## config.mk

```make
export PLATFORM = sky130hd
export DESIGN_NAME = fnd_time_display
export DESIGN_NICKNAME = d
export VERILOG_FILES = /design/src/rtl/fnd_pkg.sv /design/src/rtl/bcd7seg.sv /design/src/rtl/fnd_time_display.sv
export SDC_FILE = /design/constraint.sdc
export NUM_CORES = 1
export LEC_CHECK = 0
export CAP_MARGIN = 10
export CELL_PAD_IN_SITES_DETAIL_PLACEMENT = 0
export CELL_PAD_IN_SITES_GLOBAL_PLACEMENT = 1
export CORE_ASPECT_RATIO = 1.2
export CORE_MARGIN = 10
export CORE_UTILIZATION = 35
export CTS_CLUSTER_DIAMETER = 60
export DETAILED_ROUTE_END_ITERATION = 8
export GPL_TIMING_DRIVEN = 0
export HOLD_SLACK_MARGIN = 0.12
export MAX_ROUTING_LAYER = met4
export PLACE_DENSITY_LB_ADDON = 0.1
export SLEW_MARGIN = 20
export SYNTH_ARGS = -nofsm -noshare
export SYNTH_HDL_FRONTEND = slang
export SYNTH_SLANG_ARGS = --single-unit
```

## constraint.sdc

```tcl
create_clock -name clk -period 6.13 [get_ports clk]
set_clock_uncertainty 0.2 [all_clocks]
set_input_delay 1.839 -clock clk [delete_from_list [all_inputs] [get_ports clk]]
set_output_delay 1.839 -clock clk [all_outputs]
set_load 0.01 [all_outputs]
```

## src/rtl/fnd_pkg.sv

```systemverilog
// Shared constants and helpers for the 7-segment time/date display.
// Segment patterns are active-low {g,f,e,d,c,b,a}; fields index the shadow bytes.
package fnd_pkg;

    localparam int unsigned NUM_FIELDS = 6;
    localparam int unsigned SEG_W      = 7;

    localparam logic [2:0] F_HRS  = 3'd0;
    localparam logic [2:0] F_MIN  = 3'd1;
    localparam logic [2:0] F_SEC  = 3'd2;
    localparam logic [2:0] F_MON  = 3'd3;
    localparam logic [2:0] F_DATE = 3'd4;
    localparam logic [2:0] F_YR   = 3'd5;

    localparam logic [SEG_W-1:0] SEG_BLANK = 7'b1111111;
    localparam logic [SEG_W-1:0] SEG_DASH  = 7'b0111111;
    localparam logic [SEG_W-1:0] SEG_E     = 7'b0000110;

    localparam logic [SEG_W-1:0] SEG_DIGIT [10] = '{
        7'b1000000, 7'b1111001, 7'b0100100, 7'b0110000, 7'b0011001,
        7'b0010010, 7'b0000010, 7'b1111000, 7'b0000000, 7'b0010000
    };

    // Decoded DS1302 hours register.
    typedef struct packed {
        logic       is_12h;
        logic       pm;
        logic [3:0] tens;
        logic [3:0] ones;
    } hrs_t;

    // 12 h mode keeps only bit4 as tens and bit5 as PM; 24 h mode uses bits[5:4].
    function automatic hrs_t hrs_mask(input logic [7:0] b);
        hrs_t h;
        h.is_12h = b[7];
        h.pm     = b[7] & b[5];
        h.tens   = b[7] ? {3'b000, b[4]} : {2'b00, b[5:4]};
        h.ones   = b[3:0];
        return h;
    endfunction

endpackage

```

## src/rtl/bcd7seg.sv

```systemverilog
// Nibble to active-low 7-segment glyph; non-decimal nibbles show 'E'.
//   nibble  : 4-bit value
//   glyph_c : {g,f,e,d,c,b,a}, combinational
module bcd7seg
    import fnd_pkg::*;
(
    input  logic [3:0]       nibble,
    output logic [SEG_W-1:0] glyph_c
);

    always_comb begin
        glyph_c = SEG_E;
        if (nibble <= 4'd9) begin
            glyph_c = SEG_DIGIT[nibble];
        end
    end

endmodule

```

## src/rtl/fnd_time_display.sv

```systemverilog
// Multiplexed 7-segment display of DS1302 time/date fields.
//   clk, rst        : clock, synchronous active-high reset
//   tick            : scan strobe, advances one digit per pulse
//   valid           : snapshot strobe for the six RTC register bytes
//   *Data           : raw DS1302 bytes (sec, min, hrs, date, mon, yr)
//   mode            : field shown in the leftmost digit pair
//   an, seg, dp     : registered active-low anodes, segments, decimal point
module fnd_time_display
    import fnd_pkg::*;
#(
    parameter int unsigned DIGITS      = 4,
    parameter int unsigned BLINK_TICKS = 500,
    parameter bit          LZB         = 1'b1
) (
    input  logic              clk,
    input  logic              rst,
    input  logic              tick,
    input  logic              valid,
    input  logic [7:0]        secData,
    input  logic [7:0]        minData,
    input  logic [7:0]        hrsData,
    input  logic [7:0]        dateData,
    input  logic [7:0]        monData,
    input  logic [7:0]        yrData,
    input  logic [2:0]        mode,
    output logic [DIGITS-1:0] an,
    output logic [SEG_W-1:0]  seg,
    output logic              dp
);

    localparam int unsigned CW = $clog2(DIGITS);
    localparam int unsigned BW = $clog2(BLINK_TICKS) + 1;
    localparam int unsigned NP = DIGITS / 2;

    logic [7:0]        shadow_q [NUM_FIELDS];
    logic [7:0]        shadow_d [NUM_FIELDS];
    logic              has_data_q, has_data_d;
    logic [CW-1:0]     dig_q, dig_d;
    logic [BW-1:0]     blink_cnt_q, blink_cnt_d;
    logic              blink_on_q, blink_on_d;
    logic [DIGITS-1:0] an_q, an_d;
    logic [SEG_W-1:0]  seg_q, seg_d;
    logic              dp_q, dp_d;

    logic [CW-1:0]     dig_next_c;
    logic [CW-1:0]     pair_c;
    logic [2:0]        mode_eff_c;
    logic [3:0]        fld_sum_c;
    logic [2:0]        fld_c;
    logic [7:0]        byte_c;
    logic [3:0]        tens_c;
    logic [3:0]        nibble_c;
    logic [SEG_W-1:0]  glyph_c;
    logic              hrs_shown_c;
    logic              dp_lit_c;
    hrs_t              hrs_c;

    bcd7seg u_bcd7seg (
        .nibble  (nibble_c),
        .glyph_c (glyph_c)
    );

    // Digit selection for the position the scan moves to on this tick.
    always_comb begin
        dig_next_c = (dig_q == CW'(DIGITS - 1)) ? '0 : dig_q + CW'(1);
        pair_c     = CW'((CW'(DIGITS - 1) - dig_next_c) >> 1);
        mode_eff_c = (mode >= 3'd6) ? 3'd0 : mode;
        fld_sum_c  = 4'(mode_eff_c) + 4'(pair_c);
        if (fld_sum_c >= 4'd6) begin
            fld_sum_c = fld_sum_c - 4'd6;
        end
        fld_c  = 3'(fld_sum_c);
        byte_c = shadow_q[fld_c];
        hrs_c  = hrs_mask(shadow_q[F_HRS]);

        if (fld_c == F_HRS) begin
            tens_c = hrs_c.tens;
        end else if (fld_c == F_SEC) begin
            tens_c = {1'b0, byte_c[6:4]};   // CH flag is not part of the value
        end else begin
            tens_c = byte_c[7:4];
        end
        nibble_c = dig_next_c[0] ? tens_c : byte_c[3:0];

        // Hours appear in some pair when the window wraps past the field list end.
        hrs_shown_c = (mode_eff_c == 3'd0) || ((4'(mode_eff_c) + 4'(NP)) > 4'd6);

        dp_lit_c = has_data_q &&
                   ((!dig_next_c[0] && (dig_next_c >= CW'(2)) && blink_on_q) ||
                    ((dig_next_c == '0) && hrs_shown_c && hrs_c.is_12h && hrs_c.pm));
    end

    // Next-state logic for snapshot, scan, blink and output registers.
    always_comb begin
        shadow_d    = shadow_q;
        has_data_d  = has_data_q;
        dig_d       = dig_q;
        blink_cnt_d = blink_cnt_q;
        blink_on_d  = blink_on_q;
        an_d        = an_q;
        seg_d       = seg_q;
        dp_d        = dp_q;

        if (valid) begin
            shadow_d[F_HRS]  = hrsData;
            shadow_d[F_MIN]  = minData;
            shadow_d[F_SEC]  = secData;
            shadow_d[F_MON]  = monData;
            shadow_d[F_DATE] = dateData;
            shadow_d[F_YR]   = yrData;
            has_data_d       = 1'b1;
        end

        // Snapshot re-phases the blink so the separator follows the RTC second.
        if (valid) begin
            blink_cnt_d = '0;
            blink_on_d  = 1'b1;
        end else if (tick) begin
            if (blink_cnt_q == BW'(BLINK_TICKS - 1)) begin
                blink_cnt_d = '0;
                blink_on_d  = ~blink_on_q;
            end else begin
                blink_cnt_d = blink_cnt_q + BW'(1);
            end
        end

        if (tick) begin
            dig_d = dig_next_c;
            an_d  = ~(DIGITS'(1) << dig_next_c);
            if (!has_data_q) begin
                seg_d = SEG_DASH;
            end else if (LZB && (fld_c == F_HRS) && dig_next_c[0] && (tens_c == 4'd0)) begin
                seg_d = SEG_BLANK;
            end else begin
                seg_d = glyph_c;
            end
            dp_d = ~dp_lit_c;
        end
    end

    always_ff @(posedge clk) begin
        if (rst) begin
            for (int i = 0; i < int'(NUM_FIELDS); i++) begin
                shadow_q[i] <= '0;
            end
            has_data_q  <= 1'b0;
            dig_q       <= '0;
            blink_cnt_q <= '0;
            blink_on_q  <= 1'b1;
            an_q        <= '1;
            seg_q       <= SEG_BLANK;
            dp_q        <= 1'b1;
        end else begin
            shadow_q    <= shadow_d;
            has_data_q  <= has_data_d;
            dig_q       <= dig_d;
            blink_cnt_q <= blink_cnt_d;
            blink_on_q  <= blink_on_d;
            an_q        <= an_d;
            seg_q       <= seg_d;
            dp_q        <= dp_d;
        end
    end

    assign an  = an_q;
    assign seg = seg_q;
    assign dp  = dp_q;

endmodule

```

# --- Yosys cells after proc, flatten, opt, wreduce, memory -nomap -nowiden ---
# Memory sizes are Yosys's and may differ from the RTL's.
# Index checks and enable logic that the tools add are counted.
# W data, S select, Z words.
word_totals:
  output_inout_bits: 12
  register_bits: 74
  wordCells: 70
  n_memories: 1
  in_bits: 55
  romBits: 112
mem_list:
  columns: ["name", "words", "width", "read_ports", "rd_ports_with_merged_regs", "write_ports", "line", "rtl"]
  rows:
  - ["(no name shown)", 16, 7, 1, 0, 0, "bcd7seg.sv:14", "glyph_c = SEG_DIGIT[nibble];"]
classes:
  add_sub_neg: 6
  bitwise: 6
  n_lt_le_gt_ge: 7
  mux: 16
  reduce_logical: 17
  shifts: 1
  n_eq_ne: 3
ops:
  columns: ["op", "n"]
  rows:
  - ["$mux W7", 5]
  - ["$bmux W8 S3", 1]
  - ["$mux W8", 2]
  - ["$mux W4", 3]
  - ["$add A10 B1 Y10 const B", 1]
  - ["$eq A10 B9 Y1 const B", 1]
  - ["$mux W10", 1]
  - ["$logic_and A1 B1 Y1", 8]
  - ["$logic_not A3 Y1", 2]
  - ["$mux W3", 2]
  - ["$ge A5 B5 Y1 const B", 1]
  - ["$not A4 Y5", 1]
  - ["$add A3 B1 Y4", 1]
  - ["$add A3 B2 Y4 const B", 1]
  - ["$ge A4 B3 Y1 const B", 1]
  - ["$ge A4 B4 Y1 const B", 1]
  - ["$gt A4 B3 Y1 const B", 1]
  - ["$le A4 B4 Y1 const B", 1]
  - ["$logic_not A4 Y1", 1]
  - ["$mux W2", 2]
  - ["$not A3 Y4", 1]
  - ["$not A4 Y4", 1]
  - ["$shl A1 B2 Y4 const A", 1]
  - ["$eq A3 B2 Y1 const B", 1]
  - ["13 further kinds", 15]

# --- Longest topological paths before layout ---
logic_depth:
  ltp_word: 20
  ltp_mapped: 17
  ltp_nobuf: 15

# --- Hierarchy ---
# Synthesis repeated with hierarchy kept, for this count alone.
hier_totals:
  cells_unflattened: 383
  area_unflattened_um2: 3601.0
by_module_without_submodules:
  columns: ["mod", "instances", "seq_area_each_um2", "cells_each", "area_per_inst_um2"]
  rows:
  - ["fnd_time_display", 1, 1441.4, 357, 3398.3]
  - ["bcd7seg", 1, 0.0, 26, 202.7]

# --- Worst setup path before layout ---
# No wires, ideal clock.
synth_path:
  path_type: "input to register"
  startpoint: "in mode[0]"
  endpoint: "reg seg_q[4], in the netlist seg[4]"
  path_stages: 12
  setup_ns: 0.101
  required_ns: 5.829
  n_path_buf: 1
  arrival_ns: 4.367
  path_slack_ns: 1.462
  path_cell_list: "a21boi_0 ha_1 ha_1 xnor2_2 buf_2 mux2i_1 o221ai_1 a21oi_1 inv_1 ha_1 o41a_1 o41ai_1"
synth_between:
  elab_chain_cells: 19
  elab_cells_between_ends: 26
  classes_between: "add/sub: 2; order compare: 3; eq/ne: 1; mux: 13; bitwise: 2; reduce/logical: 4; memory: 1"
synth_lines:
  columns: ["item", "line", "rtl"]
  rows:
  - ["start, declared", "fnd_time_display.sv:25", "input logic [2:0] mode,"]
  - ["$ge A3 B3 Y1", "fnd_time_display.sv:67", "mode_eff_c = (mode >= 3'd6) ? 3'd0 : mode;"]
  - ["$mux W3 (*)", "fnd_time_display.sv:67", null]
  - ["$add A3 B1 Y4 (*)", "fnd_time_display.sv:68", "fld_sum_c = 4'(mode_eff_c) + 4'(pair_c);"]
  - ["$ge A4 B3 Y1 / $sub A3 B3 Y3 (equally long branches)", "fnd_time_display.sv:69, fnd_time_display.sv:70", null]
  - ["$mux W3 (*)", "fnd_time_display.sv:69", "if (fld_sum_c >= 4'd6) begin"]
  - ["$not A3 Y4 (not written as such)", "fnd_time_display.sv:73", "byte_c = shadow_q[fld_c];"]
  - ["$bmux W8 S3", "fnd_time_display.sv:73", null]
  - ["$mux W8 (not written as such) (2 in series)", "fnd_time_display.sv:73", null]
  - ["$mux W4", "fnd_time_display.sv:78", "end else if (fld_c == F_SEC) begin"]
  - ["$mux W4", "fnd_time_display.sv:76", "if (fld_c == F_HRS) begin"]
  - ["$mux W4", "fnd_time_display.sv:83", "nibble_c = dig_next_c[0] ? tens_c : byte_c[3:0];"]
  - ["$not A4 Y5 (not written as such)", "bcd7seg.sv:14", null]
  - ["$mem_v2 Z16 W7", null, null]
  - ["$mux W7 (not written as such) (2 in series)", "bcd7seg.sv:14", null]
  - ["$mux W7", "bcd7seg.sv:13", "if (nibble <= 4'd9) begin"]
  - ["$mux W7 (*)", "fnd_time_display.sv:132", "end else if (LZB && (fld_c == F_HRS) && dig_next_c[0] && (tens_c == 4'd0)) begin"]
  - ["$mux W7 (*)", "fnd_time_display.sv:130", "if (!has_data_q) begin"]
  - ["end signal, assigned", "fnd_time_display.sv:160", "seg_q <= seg_d;"]
  - ["end, declared", "fnd_time_display.sv:42", "logic [SEG_W-1:0] seg_q, seg_d;"]
# Mark *: on every way between the ends. The rest lies on a longest branch, timed or not. The select of a mux whose other input is x is not followed.
# A chain may end at the register's enable or synchronous reset.

# --- Worst setup path after layout ---
layout_path:
  startpoint: "in mode[1]"
  endpoint: "reg seg_q[1], in the netlist seg[1]"
# Same word-level chain as after synthesis.

==> metrics.yaml <==
p_clk_frac: 0.405
cap_violations: 0
synth_top_family_by_area: "multiplexers"
drtIter0Drc: 116
power.switching_uw: 385
hold_viol_final: 0
setup_tns_ns: 0
clk_latency_ns: 0.33
combPwrFrac: 0.220
root_buffer: "clkbuf_16"
h-tree-depth: 3
min_period_over_period: 0.906
grt_pass1_wl_um: 16900
drc: 0
final_nets: 567
dp_hpwl_um: 8060
synthCells: 425
p_per_area_mw_per_mm2: 282
clockBufferDepth: 2
cts_sinks: 73
floorplan.core_area_mm2: 0.0106
crit_arrival_ns: 5.56
ys.flop_type: "dfxtp_1"
ys_seq_elements: 73
syn_nets: 493
path_max_fanout: 10
synth_compound_area_frac: 0.114
synth_area_leader_cell: "dfxtp_1"
report.final.slew_viol_count: 0
overflow: 0
yosys.area_share.simple: 0.182
syn_area_mm2: 0.00378
viasPerCell: 5.00
cts-hold-fix-buffers: 0
synth_area_leaders: "dfxtp_1, mux2i_1, nor2_1"
portBuffers: 63
die_area_mm2: 0.0154
cts_tree: "done"
core.rowCount: 41
post-cts-setup-buffers: 0
grtUsageTotal: 0.142
reg2reg_depth: 16
hp-class: "register to register"
crit_type: "input port to register"
yosysWarnings: 0
syn_area_per_cell_um2: 8.90
antenna_found_initial: 0
synthDistinctLibCells: 58
first_pass_iters: 4
switching_share: 0.279
end_kind: "register"
wl_per_cell_um: 16.4
synth_fa_ha_area_frac: 0.0430
n_antenna_cell: 0
worstSetupStartpointType: "input port"
fmax_mhz: 180
die_y_um: 134
grt_pass1_vias: 3290
p_int_uw: 993
grt_max_degree: 13
vias: 3162
power_leakage_nw: 2.04
setup_viol: 0
whs_ns: 0.279
cts_buffers: 9
rsz0062_at_grt: "no"
whs_path_depth: 2
synth-xor-area-share: 0.0295
synth_top_area_share: 0.386
status: "finished, final reports clean"
routed_wl_um: 10400
start_util: 0.358
fin_crit_ns: 5.55
place.gp.congestion: 0.851
io_pins: 67
muxShareOfSynthArea: 0.205
synthArstFlopShare: 0
vdd_drop_max_mv: 0.141
slew_headroom: 0.441
area_delta_synth_final_pct: 29.2
ctsResizeCount: 0
path_clk_slew_ns: 0.05
die_w_um: 115
layout-drive-gt1-share: 0.0656
critical_path_required_ns: 6.14
pwr-share-seq: 0.375
ys_seq_area_frac: 0.386
synth_edf_count: 0
worstMarginPinSlew_ns: 0.838
postRouteAntennaNets: 0
==> worst max-delay path: stages <==
cell	delay (ns)
clkdlybuf4s50_1	0.55
a21boi_0	0.12
ha_1	0.27
buf_2	0.21
buf_6	0.20
buf_2	0.33
mux2i_1	0.33
o22ai_1	0.12
nor2_1	0.10
a31oi_1	0.05
o21ai_0	0.55
ha_1	0.29
nor2_1	0.08
a2111oi_1	0.41
nor3_1	0.09
==> metrics by stage <==
step	power (mW)	std cells	worst slack [ns]	cell area, µm²	util
global route	1.45	632	0.180	4880	0.462
global placement	0.832	617	0.234	4570	0.433
floorplan	0.723	425	1.46	3780	-
CTS	1.39	632	0.556	4880	0.462
finish	1.38	632	0.575	4880	0.462
detailed placement	0.833	617	0.223	4570	0.433
==> kinds of logic after synthesis <==
logic type | after synthesis
compound gates | 58
xor+xnor | 11
fa+ha+maj | 13
buf+inv | 35
flops | 73
mux | 77
simple gates | 158
==> cell usage in the layout, fill, tap and decap left out, types with 2 or more instances in the layout <==
cell             count
nand3b_1             2
nor2b_1              3
clkbuf_1            10
clkdlybuf4s50_1     63
a211oi_1             2
a311oi_1             2
nand2_1             37
nand3_1             11
o22ai_1              5
nor4_1               2
o311ai_1             4
ha_1                13
a21oi_1              7
or3_1                2
mux2i_1             73
clkbuf_16            9
o21ai_0             15
buf_2                6
xor2_1               6
dfxtp_1             73
nor2_1              78
buf_1                8
nand4_1              3
and2_1               3
mux2_2               3
bufinv_16            2
inv_1                9
nor3_1              10
nand2b_1             2
xnor2_1              3
a31oi_1              4
==> sequential cells by signal, indices dropped and copies added (netlist names) <==
| name | count |
|---|---|
| dig_q | 2 |
| an | 4 |
| hrs_c | 5 |
| has_data_q | 1 |
| blink_on_q | 1 |
| dp | 1 |
| seg | 7 |
| shadow_q | 42 |
| blink_cnt_q | 10 |
==> power groups by stage <==
stage	Clock, mW	Sequential [mW]	Combinational [mW]
floorplan	0	0.525	0.198
global placement	0	0.527	0.305
detailed placement	0	0.527	0.305
CTS	0.568	0.517	0.307
global route	0.590	0.520	0.339
finish	0.558	0.516	0.303
==> cells in the mapped netlist (2+ instances only) <==
cell and number:
nor2b_1 3, a211oi_1 2, nand3b_1 2, nand2_1 37, xor2_1 6, nor2_1 78
clkbuf_1 9, mux2i_1 73, and2_1 3, nand3_1 11, a21oi_1 7, inv_1 9
nand2b_1 2, mux2_2 3, buf_1 8, nand4_1 3, xnor2_1 3, a31oi_1 4
ha_1 13, o311ai_1 4, buf_2 6, o22ai_1 5, or3_1 2, dfxtp_1 73
o21ai_0 15, a311oi_1 2, nor4_1 2, nor3_1 10
==> final cells by class <==
cell class | count | area [µm²]
well taps | 129 | 161
flip-flops and latches | 73 | 1460
plain buffers | 25 | 113
multi-input cells | 317 | 2170
fillers | 1068 | 5680
inverters | 10 | 37.5
clock buffers | 10 | 229
clock inverters | 5 | 81.3
repair buffers | 63 | 631
==> worst paths after layout <==
| kind | start | to | slack (ns) |
|---|---|---|---|
| worst max-delay path | mode[1] | seg[1] | 0.58 |
| worst min-delay path | an[2] | an[2] | 0.28 |
| worst max register to register | dig_q[0] | seg[1] | 1.88 |
| worst min register to register | an[2] | an[2] | 0.28 |
==> per-layer routing <==
metal  global-route usage  routed length [µm]  vias to the layer above
met5                    -                   0                        -
met2                0.239                5280                       51
li1                     -                   -                     1633
met3               0.0268                 299                       14
met4               0.0475                 201                        0
met1                0.165                4600                     1464
Note: power is estimated with default switching activity, not from simulation.
